--- src/rtl/decode_pkg.sv ---
// Shared decode definitions: opcode/funct codes, ALU select encodings, control bundles
// carried into ID/EX, and the register-address width helper.
package decode_pkg;

    localparam logic [5:0] OP_RTYPE = 6'h00;
    localparam logic [5:0] OP_J     = 6'h02;
    localparam logic [5:0] OP_BEQ   = 6'h04;
    localparam logic [5:0] OP_BNE   = 6'h05;
    localparam logic [5:0] OP_ADDI  = 6'h08;
    localparam logic [5:0] OP_LW    = 6'h23;
    localparam logic [5:0] OP_SW    = 6'h2B;

    localparam logic [5:0] FN_SLL = 6'h00;
    localparam logic [5:0] FN_ADD = 6'h20;
    localparam logic [5:0] FN_SUB = 6'h22;
    localparam logic [5:0] FN_AND = 6'h24;
    localparam logic [5:0] FN_OR  = 6'h25;
    localparam logic [5:0] FN_SLT = 6'h2A;

    typedef enum logic [2:0] {
        ALU_ADD = 3'd0,
        ALU_SUB = 3'd1,
        ALU_AND = 3'd2,
        ALU_OR  = 3'd3,
        ALU_SLT = 3'd4,
        ALU_SLL = 3'd5
    } aluSelT;

    // Control fields registered into ID/EX; an all-zero value is a bubble.
    typedef struct packed {
        logic   rfWe;
        logic   mtoRfSel;
        logic   dmWe;
        logic   aluInSel;
        logic   rfDSel;
        logic   illegal;
        aluSelT aluSel;
    } ctrlT;

    // Decode-stage view: the ID/EX controls plus flags used only for hazards and PC steering.
    typedef struct packed {
        ctrlT ctrl;
        logic isBranch;
        logic isBne;
        logic isJump;
        logic readsRt;
    } decodeT;

    function automatic int rawBits(input int nreg);
        return (nreg > 1) ? $clog2(nreg) : 1;
    endfunction

endpackage

--- src/rtl/decode_regfile.sv ---
// NREG x DWL register file: two combinational read ports with write-through from the
// single write port, register 0 hard-wired to zero, asynchronous clear on RST_N.
module decode_regfile
    import decode_pkg::*;
#(
    parameter  int DWL  = 32,
    parameter  int NREG = 32,
    localparam int RAW  = rawBits(NREG)
) (
    input  logic           CLK,
    input  logic           RST_N,
    input  logic [RAW-1:0] RA1,
    input  logic [RAW-1:0] RA2,
    output logic [DWL-1:0] RD1,
    output logic [DWL-1:0] RD2,
    input  logic           WE,
    input  logic [RAW-1:0] WA,
    input  logic [DWL-1:0] WD
);

    logic [DWL-1:0] regs [NREG];
    logic           wrActive;

    assign wrActive = WE && (WA != '0);

    // NOTE: the whole array is cleared on reset, so this maps to flops rather than a RAM macro.
    always_ff @(posedge CLK or negedge RST_N) begin
        if (!RST_N) begin
            for (int i = 0; i < NREG; i++) regs[i] <= '0;
        end else if (wrActive) begin
            regs[WA] <= WD;
        end
    end

    assign RD1 = (RA1 == '0) ? '0 : (wrActive && RA1 == WA) ? WD : regs[RA1];
    assign RD2 = (RA2 == '0) ? '0 : (wrActive && RA2 == WA) ? WD : regs[RA2];

endmodule

--- src/rtl/decode_hazard_stage.sv ---
// Decode stage: MIPS-subset decode, branch/jump resolution with MEM forwarding, load-use and
// branch hazard stalls, and the ID/EX register. Define BNE_EN to decode op 05 as bne.
module decode_hazard_stage
    import decode_pkg::*;
#(
    parameter  int DWL       = 32,
    parameter  int NREG      = 32,
    parameter  int IMM_SHIFT = 2,
    localparam int RAW       = rawBits(NREG)
) (
    input  logic           CLK,
    input  logic           RST_N,
    input  logic [DWL-1:0] InstrD,
    input  logic [DWL-1:0] PCp1D,
    input  logic           FlushE,
    input  logic           RFWEE,
    input  logic           MtoRFSelE,
    input  logic [RAW-1:0] WAE,
    input  logic           RFWEM,
    input  logic           MtoRFSelM,
    input  logic [RAW-1:0] WAM,
    input  logic [DWL-1:0] ALUOutM,
    input  logic           RFWEW,
    input  logic [RAW-1:0] WAW,
    input  logic [DWL-1:0] ResultW,
    output logic           StallF,
    output logic           StallD,
    output logic           PCSelD,
    output logic           JumpD,
    output logic [DWL-1:0] PCBranchD,
    output logic [DWL-1:0] PCJumpD,
    output logic           RFWEE_o,
    output logic           MtoRFSelE_o,
    output logic           DMWEE,
    output logic           ALUInSelE,
    output logic           RFDSelE,
    output logic           IllegalE,
    output logic [2:0]     ALUSelE,
    output logic [DWL-1:0] RD1E,
    output logic [DWL-1:0] RD2E,
    output logic [DWL-1:0] SImmE,
    output logic [RAW-1:0] RsE,
    output logic [RAW-1:0] RtE,
    output logic [RAW-1:0] RdE,
    output logic [4:0]     ShamtE
);

    logic [5:0]     op;
    logic [5:0]     funct;
    logic [RAW-1:0] rs;
    logic [RAW-1:0] rt;
    logic [RAW-1:0] rd;
    logic [4:0]     shamt;
    logic [DWL-1:0] sImm;
    logic [DWL-1:0] rfRd1;
    logic [DWL-1:0] rfRd2;
    decodeT         dec;

    assign op    = InstrD[31:26];
    assign funct = InstrD[5:0];
    assign rs    = InstrD[21 +: RAW];
    assign rt    = InstrD[16 +: RAW];
    assign rd    = InstrD[11 +: RAW];
    assign shamt = InstrD[10:6];
    assign sImm  = {{(DWL-16){InstrD[15]}}, InstrD[15:0]};

    decode_regfile #(.DWL(DWL), .NREG(NREG)) uRegfile (
        .CLK   (CLK),
        .RST_N (RST_N),
        .RA1   (rs),
        .RA2   (rt),
        .RD1   (rfRd1),
        .RD2   (rfRd2),
        .WE    (RFWEW),
        .WA    (WAW),
        .WD    (ResultW)
    );

    // NOTE: dec gets a full default before the case, so no path leaves it unassigned (no latch).
    always_comb begin
        dec = '0;
        unique case (op)
            OP_RTYPE: begin
                dec.ctrl.rfWe   = 1'b1;
                dec.ctrl.rfDSel = 1'b1;
                dec.readsRt     = 1'b1;
                unique case (funct)
                    FN_ADD:  dec.ctrl.aluSel = ALU_ADD;
                    FN_SUB:  dec.ctrl.aluSel = ALU_SUB;
                    FN_AND:  dec.ctrl.aluSel = ALU_AND;
                    FN_OR:   dec.ctrl.aluSel = ALU_OR;
                    FN_SLT:  dec.ctrl.aluSel = ALU_SLT;
                    FN_SLL:  dec.ctrl.aluSel = ALU_SLL;
                    default: begin
                        dec              = '0;
                        dec.ctrl.illegal = 1'b1;
                    end
                endcase
            end
            OP_LW: begin
                dec.ctrl.rfWe     = 1'b1;
                dec.ctrl.mtoRfSel = 1'b1;
                dec.ctrl.aluInSel = 1'b1;
            end
            OP_SW: begin
                dec.ctrl.dmWe     = 1'b1;
                dec.ctrl.aluInSel = 1'b1;
                dec.readsRt       = 1'b1;
            end
            OP_ADDI: begin
                dec.ctrl.rfWe     = 1'b1;
                dec.ctrl.aluInSel = 1'b1;
            end
            OP_BEQ: begin
                dec.ctrl.aluSel = ALU_SUB;
                dec.isBranch    = 1'b1;
                dec.readsRt     = 1'b1;
            end
`ifdef BNE_EN
            OP_BNE: begin
                dec.ctrl.aluSel = ALU_SUB;
                dec.isBranch    = 1'b1;
                dec.isBne       = 1'b1;
                dec.readsRt     = 1'b1;
            end
`endif
            OP_J:    dec.isJump = 1'b1;
            default: dec.ctrl.illegal = 1'b1;
        endcase
    end

    // Branch comparison forwards a MEM-stage ALU result; anything younger forces a stall instead.
    logic [DWL-1:0] brA;
    logic [DWL-1:0] brB;
    logic           lwStall;
    logic           brStall;
    logic           stall;
    logic           taken;

    assign brA = (RFWEM && WAM != '0 && WAM == rs) ? ALUOutM : rfRd1;
    assign brB = (RFWEM && WAM != '0 && WAM == rt) ? ALUOutM : rfRd2;

    assign lwStall = RFWEE && MtoRFSelE && (WAE != '0) &&
                     ((WAE == rs) || ((WAE == rt) && dec.readsRt));
    assign brStall = dec.isBranch &&
                     ((RFWEE && (WAE != '0) && ((WAE == rs) || (WAE == rt))) ||
                      (MtoRFSelM && (WAM != '0) && ((WAM == rs) || (WAM == rt))));
    assign stall   = lwStall || brStall;
    assign taken   = dec.isBranch && (dec.isBne ? (brA != brB) : (brA == brB));

    assign StallF    = stall;
    assign StallD    = stall;
    assign PCSelD    = !stall && taken;
    assign JumpD     = !stall && dec.isJump;
    assign PCBranchD = PCp1D + (sImm << IMM_SHIFT);
    assign PCJumpD   = {PCp1D[DWL-1:26], InstrD[25:0]};

    ctrlT ctrlE;

    // NOTE: registered state uses non-blocking assignments so every flop samples pre-edge values.
    always_ff @(posedge CLK or negedge RST_N) begin
        if (!RST_N) begin
            ctrlE  <= '0;
            RD1E   <= '0;
            RD2E   <= '0;
            SImmE  <= '0;
            RsE    <= '0;
            RtE    <= '0;
            RdE    <= '0;
            ShamtE <= '0;
        end else if (FlushE || stall) begin
            ctrlE  <= '0;
            RD1E   <= '0;
            RD2E   <= '0;
            SImmE  <= '0;
            RsE    <= '0;
            RtE    <= '0;
            RdE    <= '0;
            ShamtE <= '0;
        end else begin
            ctrlE  <= dec.ctrl;
            RD1E   <= rfRd1;
            RD2E   <= rfRd2;
            SImmE  <= sImm;
            RsE    <= rs;
            RtE    <= rt;
            RdE    <= rd;
            ShamtE <= shamt;
        end
    end

    assign RFWEE_o     = ctrlE.rfWe;
    assign MtoRFSelE_o = ctrlE.mtoRfSel;
    assign DMWEE       = ctrlE.dmWe;
    assign ALUInSelE   = ctrlE.aluInSel;
    assign RFDSelE     = ctrlE.rfDSel;
    assign IllegalE    = ctrlE.illegal;
    assign ALUSelE     = ctrlE.aluSel;

endmodule

--- config.mk ---
export PLATFORM = sky130hd
export DESIGN_NAME = decode_hazard_stage
export DESIGN_NICKNAME = d
export VERILOG_FILES = /design/src/rtl/decode_pkg.sv /design/src/rtl/decode_regfile.sv /design/src/rtl/decode_hazard_stage.sv
export SDC_FILE = /design/constraint.sdc
export NUM_CORES = 2
export LEC_CHECK = 0
export CORE_MARGIN = 2
export CORE_UTILIZATION = 55
export CTS_CLUSTER_SIZE = 12
export DETAILED_ROUTE_END_ITERATION = 6
export HOLD_SLACK_MARGIN = 0.06
export PLACE_DENSITY = 0.76
export SKIP_CTS_REPAIR_TIMING = 1
export SLEW_MARGIN = 15
export SYNTH_ARGS = -nofsm -noshare
export SYNTH_HDL_FRONTEND = slang
export SYNTH_SLANG_ARGS = --single-unit
--- constraint.sdc ---
create_clock -name CLK -period 4.75 [get_ports CLK]
set_clock_uncertainty 0.05 [all_clocks]
set_input_delay 0.95 -clock CLK [delete_from_list [all_inputs] [get_ports CLK]]
set_output_delay 0.95 -clock CLK [all_outputs]
set_load 0.02 [all_outputs]
==> flow_summary_export.csv <==
group,metric,value,unit
critical_path,r2r-end,"RD1E[28]",
critical_path,crit_start,"InstrD[18]",
floorplan,die_area,0.116,mm^2
place,dp_hpwl,174000,um
yosys,synth_top_family_by_area,"multiplexers",
route,drtIter0Drc,7121,
critical_path,cp_slowest_cell,"or4_4",
timing,rsz0062_at_grt,"yes",
route,viasPerCell,7.06,
clock_network,cts_buffers,118,
hold_path,min_path_type,"in2async",
critical_path,reg2reg_slack,2.09,ns
timing,slew_headroom,25.1,%
yosys,synth-simple-area-share,4.50,%
floorplan,die_w,341,um
timing,fmax,0.180,GHz
clock_network,path_clk_slew,0.06,ns
yosys,yosysSeqAreaShare,44.9,%
route,drt_first_pass_iters,5,
route,vias,50600,
route,wirelength,252000,um
timing,period_minus_slack,5.56,ns
critical_path,crit_path_end_kind,"output port",
clock_network,clock-sinks,1123,
final_layout,syn2layout_area_growth,27.2,%
grt,grt_pass1_vias,49900,
yosys,yosysUniqueCellTypes,91,
floorplan,start_util,55.5,%
power_and_ir_drop,worst_ir_drop_vdd,346,uV
critical_path,crit_chain,"buf_4, buf_12, xor2_1, a211oi_2, buf_4, nand2_2, buf_4, buf_6, nand3_1, o22a_1, o22ai_1, o21ai_0, a22oi_2, nand3_1, or4_4, nor4_4, buf_4",
run,maxCapViolations,0,
timing,worst_slew_pin_slew,1.12,ns
yosys,synth_xor_area_share,1.16,%
place,io_buffers,339,
yosys,synth_nets,4756,
clock_network,htree_num_levels,3,
yosys,synth_top_flop_cell,"dfrtp_1",
grt,grt_start_max_net_pins,115,
final_layout,finalNetCount,5746,
yosys,yosysWarnings,0,
critical_path,critPathKind,"in2out",
timing,finalHoldViolations,0,
run_status,violations,"setup timing",
power_and_ir_drop,power_density,382,mW/mm^2
yosys,async_flop_share,100,%
clock_network,tritoncts,"done",
yosys,synthAdderAreaFrac,0.612,%
yosys,synth_mux_area_share,37.0,%
critical_path,r2r-start,"uRegfile.regs[924]",
yosys,synth_edf_count,0,
critical_path,crit_end,"PCSelD",
clock_network,clkLatencyLatePin,0.76,ns
critical_path,worstSetupStartpointType,"input pin",
timing,tns,-0.810,ns
route,ant_nets,0,
clock_network,clock_path_buffers,3,
place,gp_congestion,1.02,
yosys,synth_compound_area_share,7.11,%
final_layout,drive_gt1_share,50.5,%
floorplan,die_height,341,um
timing,fin_crit_sh,117,%
yosys,syn_area_per_cell,13.7,um^2
floorplan,rows,123,
grt,grt_util_all_layers,42.6,%
yosys,synth_cells,4575,
grt,grt.overflow.total,0,
timing,whs,0.0868,ns
critical_path,critPathMaxStageDelay,0.49,ns
yosys,ys_ff_latch,1123,
timing,drv_slew,0,
critical_path,path_max_fanout,13,
critical_path,cp.arrival,4.56,ns
critical_path,cp_common_cell,"buf_4",
critical_path,reg2reg_depth,8,
grt,antenna_found_initial,14,
power_and_ir_drop,leakage,0.0357,uW
floorplan,core_area,0.113,mm^2
route,drc,0,
grt,grt_pass1_wl,356000,um
route,post_drt_wl_per_cell,35.2,um
critical_path,required,3.75,ns
floorplan,pin_count,344,
run_status,status,"finished, violations left",
yosys,syn-cell-area,0.0626,mm^2
clock_network,cts_root_buffer,"clkbuf_16",
timing,setup_violations,2,
timing,setup_ws,-0.805,ns
layout by cell type, fill, tap and decap left out, types with 40 or more instances in the layout:
master / synthesis / final
nor2_1: 167 / 152
xnor2_1: 46 / 46
a21oi_1: 83 / 71
dfrtp_1: 1123 / 1123
nor3_1: 59 / 51
mux4_2: 451 / 454
buf_12: 14 / 133
mux2i_1: 136 / 132
o21ai_0: 97 / 82
buf_4: 88 / 902
nand3_1: 41 / 40
o22ai_1: 103 / 96
clkbuf_16: 0 / 125
a22oi_1: 66 / 64
nand2_1: 126 / 108
mux2_2: 981 / 981
clkdlybuf4s50_1: 0 / 286
worst min-delay path by stage:
stage,to,slack (ns),startpoint,cells after the start
2_1_floorplan,uRegfile.regs[1010],0.39,uRegfile.regs[1010],1
3_3_place_gp,uRegfile.regs[1022],0.33,uRegfile.regs[1022],0
6_report,uRegfile.regs[238],0.09,RST_N,1
5_1_grt,uRegfile.regs[238],0.14,RST_N,1
4_1_cts,uRegfile.regs[238],0.15,RST_N,1
3_5_place_dp,uRegfile.regs[1010],0.33,uRegfile.regs[1010],0
area by class of cell:
cell class,count,area [um^2]
antenna,8,20.0
tap,1500,1880
sequential,1123,28100
timing repair buffer,1393,13300
clock inverter,31,389
inverter,25,93.8
multi-input combinational,2904,32300
fill,7453,33100
clock buffer,177,3510
cells by family after synthesis:
family          after synthesis
compound gates              631
xor+xnor                     83
flops                      1123
fa+ha+maj                    30
buf+inv                     548
mux                        1590
simple gates                570
report_power, final:
group	switching [uW]	internal, uW
Clock	4050	5390
Combinational	3820	4610
Sequential	1280	11300
Total	9140	21300
synthesized netlist by cell type, drive strengths merged, types with 41 or more instances:
library cell	number	area share [%]
o21ai	101	0.81
mux2	981	18
buf	241	2.8
clkbuf	280	1.7
xnor2	46	0.64
dfrtp	1123	45
mux4	473	17
nor3	61	0.50
nor2	170	1.0
a22oi	67	0.81
a221oi	50	0.72
a21oi	83	0.66
mux2i	136	2.2
nand3	41	0.33
o22ai	103	1.0
and2	41	0.41
nand2	126	0.76
layer usage:
| metal | GRT usage (%) | vias to the layer above | share of wire [%] |
|---|---|---|---|
| met3 | 14.7 | 991 | 14 |
| met4 | 27.5 | 14 | 7.8 |
| met2 | 60.1 | 4047 | 42 |
| met5 | 0 | - | 0.036 |
| met1 | 56.4 | 26000 | 36 |
| li1 | - | 19500 | - |
worst max-delay path: cells and delay by family:
| kind | cells | cell delay, ns |
|---|---|---|
| compound gates | 5 | 0.86 |
| simple gates | 5 | 1.19 |
| buf+inv | 6 | 1.27 |
| xor+xnor | 1 | 0.26 |
state kept, by name (all words and copies together) (netlist names), 3 cells and up:
| signal | count |
|---|---|
| RD2E | 32 |
| ShamtE | 4 |
| ALUSelE | 3 |
| uRegfile.regs | 1024 |
| RdE | 4 |
| RD1E | 32 |
| RsE | 5 |
| SImmE | 8 |
| RtE | 5 |
per-stage QoR:
step                      utilization, %  area, um^2  power [uW]  setup slack, ns  std cells
after floorplan                        -       62800       17000           -0.119       4575
after global placement              66.1       74500       20300            -1.79       6895
after detailed placement            66.1       74500       20600            -1.79       6895
after CTS                           69.6       78400       30000            -1.78       7103
after global routing                70.6       79600       31300           -0.836       7155
final                               70.7       79600       30400           -0.805       7161
No activity file was read; power rests on OpenSTA's default activity.
